### config.mk
export PLATFORM = sky130hd
export DESIGN_NAME = uart_tx_ctrl_flat
export DESIGN_NICKNAME = d
export VERILOG_FILES = /design/src/rtl/uart_tx_pkg.sv /design/src/rtl/uart_tx_ctrl_if.sv /design/src/rtl/uart_tx_serializer.sv /design/src/rtl/uart_tx_ctrl.sv /design/src/flat_wrapper.sv
export SDC_FILE = /design/constraint.sdc
export NUM_CORES = 1
export LEC_CHECK = 0
export ABC_AREA = 1
export BUFFER_PORTS_ARGS = -buffer_cell sky130_fd_sc_hd__buf_4
export CAP_MARGIN = 0
export CORE_MARGIN = 2
export CORE_UTILIZATION = 54
export CTS_CLUSTER_SIZE = 12
export DETAILED_ROUTE_END_ITERATION = 10
export MAX_ROUTING_LAYER = met4
export PLACE_DENSITY = 0.88
export SLEW_MARGIN = 20
export SYNTH_ARGS = -nofsm -noshare
export SYNTH_HDL_FRONTEND = slang
export SYNTH_SLANG_ARGS = --single-unit
### constraint.sdc
create_clock -name clk -period 1.6 [get_ports clk]
set_input_delay 0.32 -clock clk [delete_from_list [all_inputs] [get_ports clk]]
set_output_delay 0.32 -clock clk [all_outputs]
set_load 0.005 [all_outputs]
### src/rtl/uart_tx_pkg.sv
// Shared types and constants for the UART transmit frame controller.
// The line levels are kept here so the FSM and any future receiver agree on them.
package uart_tx_pkg;

   typedef enum logic [2:0] {
      IDLE,
      START,
      DATA,
      PARITY,
      STOP
   } tx_state_e;

   localparam logic IDLE_LVL  = 1'b1;
   localparam logic START_LVL = 1'b0;
   localparam logic STOP_LVL  = 1'b1;

   // Bit counter width for a data word of the given width; never narrower than one bit
   function automatic int cnt_width(input int width);
      return (width > 1) ? $clog2(width) : 1;
   endfunction

endpackage

### src/rtl/uart_tx_ctrl_if.sv
// Bundle between the upstream word source / parity_calc and the TX frame controller.
// The master side owns the data word and its parity; the slave side owns the serial line.
interface uart_tx_ctrl_if #(parameter int WIDTH = 8);

   logic [WIDTH-1:0] P_DATA;
   logic             DATA_VALID;
   logic             PAR_EN;
   logic             parity_bit;
   logic             TX_OUT;
   logic             busy;

   modport master (
      output P_DATA, DATA_VALID, PAR_EN, parity_bit,
      input  TX_OUT, busy
   );

   modport slave (
      input  P_DATA, DATA_VALID, PAR_EN, parity_bit,
      output TX_OUT, busy
   );

endinterface

### src/rtl/uart_tx_serializer.sv
// Shift register and bit counter for the data phase of a UART frame.
// The first shift after a load emits bit 0 without advancing the counter, so
// the counter reads k while bit k is on the line and ser_done marks the last bit.
module uart_tx_serializer
   import uart_tx_pkg::*;
#(
   parameter int WIDTH = 8
) (
   input  logic             clk,
   input  logic             rst,
   input  logic             load,
   input  logic             shift_en,
   input  logic [WIDTH-1:0] data,
   output logic             ser_bit,
   output logic             ser_done
);

   localparam int            CW   = cnt_width(WIDTH);
   localparam logic [CW-1:0] LAST = CW'(WIDTH - 1);

   logic [WIDTH-1:0] shift_q, shift_d;
   logic [CW-1:0]    cnt_q, cnt_d;
   logic             lead_q, lead_d;

   // Load a fresh word, or shift one bit out and count it (saturating at the last bit)
   always_comb begin
      shift_d = shift_q;
      cnt_d   = cnt_q;
      lead_d  = lead_q;
      if (load) begin
         shift_d = data;
         cnt_d   = '0;
         lead_d  = 1'b1;
      end else if (shift_en) begin
         shift_d = {1'b0, shift_q[WIDTH-1:1]};
         lead_d  = 1'b0;
         if (!lead_q && (cnt_q != LAST)) begin
            cnt_d = cnt_q + CW'(1);
         end
      end
   end

   // State registers, cleared by the asynchronous reset
   always_ff @(posedge clk or posedge rst) begin
      if (rst) begin
         shift_q <= '0;
         cnt_q   <= '0;
         lead_q  <= 1'b0;
      end else begin
         shift_q <= shift_d;
         cnt_q   <= cnt_d;
         lead_q  <= lead_d;
      end
   end

   assign ser_bit  = shift_q[0];
   assign ser_done = !lead_q && (cnt_q == LAST);

endmodule

### src/rtl/uart_tx_ctrl.sv
// UART transmit frame controller: start bit, WIDTH data bits LSB first,
// optional parity bit, stop bit(s). One bit per clk; TX_OUT and busy are flops
// loaded with the level of the state being entered, so the start bit appears
// in the cycle right after the word is accepted.
// Optional build macro UART_TX_STOP2_EN: two stop bits instead of one.
module uart_tx_ctrl
   import uart_tx_pkg::*;
#(
   parameter int WIDTH = 8
) (
   input  logic           clk,
   input  logic           rst,
   uart_tx_ctrl_if.slave  bus
);

   tx_state_e state_q, state_d;
   logic      tx_q, tx_d;
   logic      busy_q, busy_d;
   logic      par_q, par_d;
   logic      par_en_q, par_en_d;
   logic      load, shift_en, ser_bit, ser_done;
`ifdef UART_TX_STOP2_EN
   logic      stop_q, stop_d;
`endif

   uart_tx_serializer #(.WIDTH(WIDTH)) u_ser (
      .clk      (clk),
      .rst      (rst),
      .load     (load),
      .shift_en (shift_en),
      .data     (bus.P_DATA),
      .ser_bit  (ser_bit),
      .ser_done (ser_done)
   );

   // Next state plus the line level and busy flag that go with the state being entered
   always_comb begin
      state_d  = state_q;
      tx_d     = tx_q;
      busy_d   = busy_q;
      par_d    = par_q;
      par_en_d = par_en_q;
      load     = 1'b0;
      shift_en = 1'b0;
`ifdef UART_TX_STOP2_EN
      stop_d   = stop_q;
`endif
      case (state_q)
         IDLE: begin
            tx_d   = IDLE_LVL;
            busy_d = 1'b0;
            if (bus.DATA_VALID) begin
               load     = 1'b1;
               par_en_d = bus.PAR_EN;
               state_d  = START;
               tx_d     = START_LVL;
               busy_d   = 1'b1;
            end
         end
         START: begin
            par_d    = bus.parity_bit;
            shift_en = 1'b1;
            tx_d     = ser_bit;
            state_d  = DATA;
         end
         DATA: begin
            if (!ser_done) begin
               shift_en = 1'b1;
               tx_d     = ser_bit;
            end else if (par_en_q) begin
               state_d = PARITY;
               tx_d    = par_q;
            end else begin
               state_d = STOP;
               tx_d    = STOP_LVL;
            end
         end
         PARITY: begin
            state_d = STOP;
            tx_d    = STOP_LVL;
         end
         STOP: begin
`ifdef UART_TX_STOP2_EN
            if (!stop_q) begin
               stop_d = 1'b1;
               tx_d   = STOP_LVL;
            end else begin
               stop_d  = 1'b0;
               state_d = IDLE;
               tx_d    = IDLE_LVL;
               busy_d  = 1'b0;
            end
`else
            state_d = IDLE;
            tx_d    = IDLE_LVL;
            busy_d  = 1'b0;
`endif
         end
         default: begin
            state_d = IDLE;
            tx_d    = IDLE_LVL;
            busy_d  = 1'b0;
         end
      endcase
   end

   // FSM and output registers; reset aborts any frame and parks the line high
   always_ff @(posedge clk or posedge rst) begin
      if (rst) begin
         state_q  <= IDLE;
         tx_q     <= IDLE_LVL;
         busy_q   <= 1'b0;
         par_q    <= 1'b0;
         par_en_q <= 1'b0;
      end else begin
         state_q  <= state_d;
         tx_q     <= tx_d;
         busy_q   <= busy_d;
         par_q    <= par_d;
         par_en_q <= par_en_d;
      end
   end

`ifdef UART_TX_STOP2_EN
   // Counts the first of the two stop bits
   always_ff @(posedge clk or posedge rst) begin
      if (rst) begin
         stop_q <= 1'b0;
      end else begin
         stop_q <= stop_d;
      end
   end
`endif

   assign bus.TX_OUT = tx_q;
   assign bus.busy   = busy_q;

endmodule

### src/flat_wrapper.sv
// flat-port wrapper written by rule: the top's interface ports become plain ports
module uart_tx_ctrl_flat import uart_tx_pkg::*;
#(
   parameter int WIDTH = 8
)
  (clk, rst, bus_P_DATA, bus_DATA_VALID, bus_PAR_EN, bus_parity_bit, bus_TX_OUT, bus_busy);
  uart_tx_ctrl_if #(.WIDTH(WIDTH)) bus_i ();
  input  logic clk;
  input  logic rst;
  input wire logic [$bits(bus_i.P_DATA)-1:0] bus_P_DATA;
  input wire logic [$bits(bus_i.DATA_VALID)-1:0] bus_DATA_VALID;
  input wire logic [$bits(bus_i.PAR_EN)-1:0] bus_PAR_EN;
  input wire logic [$bits(bus_i.parity_bit)-1:0] bus_parity_bit;
  output wire logic [$bits(bus_i.TX_OUT)-1:0] bus_TX_OUT;
  output wire logic [$bits(bus_i.busy)-1:0] bus_busy;
  assign bus_i.P_DATA = bus_P_DATA;
  assign bus_i.DATA_VALID = bus_DATA_VALID;
  assign bus_i.PAR_EN = bus_PAR_EN;
  assign bus_i.parity_bit = bus_parity_bit;
  assign bus_TX_OUT = bus_i.TX_OUT;
  assign bus_busy = bus_i.busy;
  uart_tx_ctrl #(.WIDTH(WIDTH)) u_core (.clk(clk), .rst(rst), .bus(bus_i));
endmodule
Yosys cells after proc, flatten, opt, wreduce, memory -nomap -nowiden. Index checks and enable logic that the tools add are counted.

Add/sub/neg operators: 1. Equality and inequality tests: 7. Muxes and demuxes: 20. Reduce and logical (&&, ||, !) cells: 10.

Operators with widths (number): two-way mux 3 bit (6); two-way mux 8 bit (2); one-hot mux 3 bit (4 select lines) (1); two-way mux 1 bit (8); == test 3 x 2 -> 1 bit, second input constant (2); AND reduction 2 bit (3); one-hot mux 1 bit (2 select lines) (2); nonzero test 2 bit (2); adder 3 x 1 -> 3 bit, second input constant (1); == test 3 x 1 -> 1 bit, second input constant (1); == test 3 bit, second input constant (1); logical NOT 3 bit (1); != test 3 bit, second input constant (1); one-hot mux 1 bit (3 select lines) (1); OR reduction 3 bit (1); logical AND 1 bit (2); != test 2 x 1 -> 1 bit, second input constant (1); != test 2 bit, second input constant (1); logical NOT 1 bit (1).

Register bits after elaboration: 19. Input port bits: 13. Output and inout bits: 2. Logic and storage cells: 46.

Logic depth before layout (Yosys ltp).
Depth in word-level cells: 6. Mapped depth: 8. Mapped depth without buffers: 8.

Modules after synthesis. From an unflattened synthesis, not the netlist that was laid out.

Cells, all modules: 116. Area total of the unflattened synthesis: 959.7 sq um.

By module, submodules not included: uart_tx_serializer (instances 1, cells an instance 69, area an instance 590.6 sq um, seq. area each 300.3 sq um); uart_tx_ctrl (instances 1, cells an instance 47, area an instance 369.1 sq um, seq. area each 176.4 sq um).

Least setup slack after synthesis. Ideal clock, no wire load.

Path type: register to register. From: register u_core.u_ser.cnt_q[0]. To: register u_core.u_ser.cnt_q[0]. Library setup time: 0.117 ns. Arrival: 1.260 ns. Setup slack: 0.223 ns. Cell stages (with the launch flop): 9. Clock period less this slack: 1.377 ns. Cells stage by stage: dfrtp_1 -> ha_1 -> ha_1 -> nand2_1 -> nand3_2 -> nand3_4 -> nand2_2 -> nand2_1 -> nand2_1.

Word-level cells in the longest chain between the ends: 6. Elaborated cells between the ends (all ways): 13. Those cells by class: add/sub: 1; eq/ne: 2; mux: 5; reduce/logical: 5.

Ends and longest elaborated chain: from (decl) (RTL line uart_tx_serializer.sv:22) `logic [CW-1:0] cnt_q, cnt_d;`; from (signal assigned) (RTL line uart_tx_serializer.sv:51) `cnt_q <= cnt_d;`; == test 3 bit (RTL line uart_tx_serializer.sv:57) `assign ser_done = !lead_q && (cnt_q == LAST);`; logical AND 1 bit (RTL line uart_tx_serializer.sv:57); two-way mux 1 bit (RTL line uart_tx_ctrl.sv:67) `if (!ser_done) begin`; one-hot mux 1 bit (2 select lines) (RTL line uart_tx_ctrl.sv:48) `case (state_q)`; nonzero test 2 bit (no line); AND reduction 2 bit (no line).

Parallel ways exist; a longest one is shown, timed or not. The select of a mux whose other input is x is not followed. A chain may end at the register's enable or synchronous reset.

Final worst setup path.
From: register u_core.u_ser.cnt_q[0]. To: register u_core.u_ser.cnt_q[1].

Same word-level chain as after synthesis.

==> metrics <==
final cell count without fillers 154; final max-slew violation count 0; Std-Cell Core Area 1690 sq um; post-DP HPWL about 1.3 mm; Placer Congestion 0.894; clock slew at the register clock pins of the worst setup and hold paths around 0.1 ns; CTS tree built; initial core utilization 56.2%; Die Width 45.9 um; Final setup viols 0; synthesized netlist cell count 118; max-cap violation count 0; minimum period implied by the final worst setup slack 1.49 ns; Net Sw Power 916 uW; number of global-route vias before repair 738; slew of the pin with the lowest slew margin approximately 0.26 ns; drt drc 0; wire length of the first global-routing pass 3.06 mm; wire length reported by the detailed router 1.82 mm; max-slew headroom at the worst pin 82.4%; final setup skew 0.00368 ns; warnings from Yosys 0; synthesized-area fraction occupied by ao, oa, aoi and oai cells approximately 6.1%; Worst Path Arrival 1.69 ns; DP Cell Count 149; CTS root buf clkbuf_4; post-route setup TNS 0 ns; Reg2Reg Launch Point u_core.u_ser.cnt_q[0]$_DFFE_PP0P_; part of the cycle the worst path needs around 93%; overflow left after global routing 0; startpoint-to-endpoint class of the critical path flip-flop to flip-flop; later-pin clock latency in the skew report ~0.3 ns; count of endpoints failing hold in the final timing report 0; wire length per cell after detailed routing 11.8 um; Hold-fix buffers, CTS 0; area share of fa/ha/maj cells after synthesis 2.64%; most frequent standard cell in the layout excluding fill and tap cells nand2_1; router iterations before antenna repair 4; Post-layout nets 153; logic gate share of total power a little under half; post-synth design cell area ~950 sq um; Die Height 45.9 um; most frequent cells in the layout nand2_1, dfrtp_1, buf_4; ANT nets after route 0; clock network power share 11.7%; Reg2Reg Setup Slack 0.11 ns; part of the total power dissipated in sequential elements 41.0%; setup repair after global routing missed its margin no; net count after synthesis about 130; vias after detailed routing 786; combinational family with the most area after synthesis simple AND/OR/NAND/NOR gates; type of element launching the critical path flip-flop; maximum frequency from static timing analysis 673 MHz; antenna violations before repair 0; end of the worst register-to-register path u_core.u_ser.cnt_q[1]$_DFFE_PP0P_; maximum buffer depth of the clock tree 2; outcome finished, final reports clean; Netlist cell types 21; syn_area_per_cell between 8 and 9 sq um; number of clock buffers inserted by TritonCTS 3; Worst setup EP type flip-flop; overall die area 2110 sq um; Lkg Pwr 0.000632 uW; number of design-rule violations left by the first detailed-router iteration 19; Tightest Hold Check Type input port to async pin; internal power summed over all cells between 1000 and 1500 uW; Inserted Diodes 0; xor-xnor portion of the synthesized cell area 0%; fraction of synthesized area in multiplexers 0%; required time of the worst setup path between 1.5 and 2 ns; power density over cell area approximately 1800 nW/um^2; #FFs+latches synth 19; ports placed on the boundary 15; switching share of power 44.5%; number of vias per cell between 5 and 6; worst-case vdd ir drop 0.918 mV; Tot GR Track Use 21.4%; total number of H-tree levels 1; layout overhead on the synthesized area 18.1%; site row count 15; number of buffers added on ports 14; clock sink count 19; basic-gate share of the synthesized area counting and, or, nand and nor cells between 30% and 40%; biggest fanout along the worst timing path 6; largest net degree at the start of global routing 20; layout cell share with drive strength beyond 1 between 20% and 30%; fraction of the yosys area taken by sequential cells about half; cell count of the worst reg-to-reg path 8
registers in the layout, indices dropped and copies added (netlist names):
name / count
u_core.u_ser.lead_q: 1
u_core.u_ser.shift_q: 8
u_core.par_q: 1
u_core.bus.busy: 1
u_core.state_q: 3
u_core.par_en_q: 1
u_core.bus.TX_OUT: 1
u_core.u_ser.cnt_q: 3
how the worst max path moves through the flow:
stage / to / slack (ns) / cells after the start / from
final: u_core.u_ser.cnt_q[1]$_DFFE_PP0P_ / 0.11 / 8 / u_core.u_ser.cnt_q[0]$_DFFE_PP0P_
after global routing: u_core.u_ser.shift_q[2]$_DFFE_PP0P_ / 0.01 / 8 / u_core.u_ser.cnt_q[0]$_DFFE_PP0P_
after CTS: u_core.u_ser.shift_q[3]$_DFFE_PP0P_ / 0.09 / 8 / u_core.u_ser.cnt_q[0]$_DFFE_PP0P_
after detailed placement: u_core.u_ser.cnt_q[1]$_DFFE_PP0P_ / 0.10 / 8 / u_core.u_ser.cnt_q[0]$_DFFE_PP0P_
after global placement: u_core.u_ser.cnt_q[2]$_DFFE_PP0P_ / 0.16 / 8 / u_core.u_ser.cnt_q[0]$_DFFE_PP0P_
after floorplan: u_core.u_ser.cnt_q[0]$_DFFE_PP0P_ / 0.22 / 8 / u_core.u_ser.cnt_q[0]$_DFFE_PP0P_
synth_stat cells:
library cell / n / area [sq um]
nand2_1: 60 / 225
dfrtp_1: 18 / 450
a21oi_1: 5 / 25.0
inv_1: 5 / 18.8
nand3_1: 4 / 20.0
o21ai_0: 4 / 20.0
inv_2: 3 / 11.3
nor2_1: 3 / 11.3
ha_1: 2 / 25.0
nand2_2: 2 / 12.5
nand3_4: 2 / 35.0
a211oi_1: 1 / 7.51
buf_6: 1 / 11.3
dfstp_2: 1 / 26.3
inv_4: 1 / 6.26
nand3_2: 1 / 10.0
nand4_1: 1 / 6.26
nor2_2: 1 / 6.26
nor2_4: 1 / 11.3
nor3_1: 1 / 5.00
o21ai_1: 1 / 5.00
power by group through the flow:
stage | logic (uW) | registers [uW] | clock network, uW
floorplan | 726 | 817 | 0
global placement | 884 | 840 | 0
detailed placement | 920 | 841 | 0
CTS | 925 | 833 | 243
global route | 1130 | 868 | 267
finish | 974 | 845 | 241
worst max-delay path: stages (launching register included):
cell and delay [ns]:
dfrtp_1 0.41, ha_1 0.21, ha_1 0.21, nand2_2 0.12, nand3_4 0.12, nand3_4 0.13
nand2_2 0.07, nand2_1 0.06, nand2_1 0.05
cell families (layout without fill, tap and decap cells):
logic type / after synthesis / after routing
buffers and inverters: 10 / 28
flip-flops: 19 / 19
AO/OA/AOI/OAI: 11 / 11
AND/OR/NAND/NOR: 76 / 77
adder cells (fa/ha/maj): 2 / 2
per-layer routing:
metal / vias up / wire [um] / track usage (%)
li1: 414 / - / -
met1: 346 / 862 / 28.1
met2: 21 / 819 / 30.6
met3: 5 / 94 / 4.76
met4: 0 / 40 / 11.4
met5: - / 0 / -
through the flow:
step | setup WS (ns) | hold slack [ns] | total power [uW] | util (%) | area [sq um]
6_report | 0.114 | 0.0273 | 2060 | 66.4 | 1120
3_3_place_gp | 0.160 | 0.355 | 1720 | 63.5 | 1070
4_1_cts | 0.0864 | 0.0333 | 2000 | 65.0 | 1100
2_1_floorplan | 0.223 | 0.270 | 1540 | - | 950
5_1_grt | 0.0125 | 0.0408 | 2260 | 66.4 | 1120
3_5_place_dp | 0.104 | 0.362 | 1760 | 63.5 | 1070
timing repair:
item	4_1_cts	5_1_grt
gates resized for setup	0	3
endpoints found under the hold margin	0	0
endpoints found under the setup margin	0	10
setup buffers	0	0
cell type report:
cell class                      instances  area [sq um]
Fill cell                             140           568
Sequential cell                        19           477
Multi-Input combinational cell         90           448
Timing Repair Buffer                   15           113
Inverter                                9          36.3
Clock buffer                            4          26.3
Tap cell                               17          21.3
(Power assumes the default switching activity.)
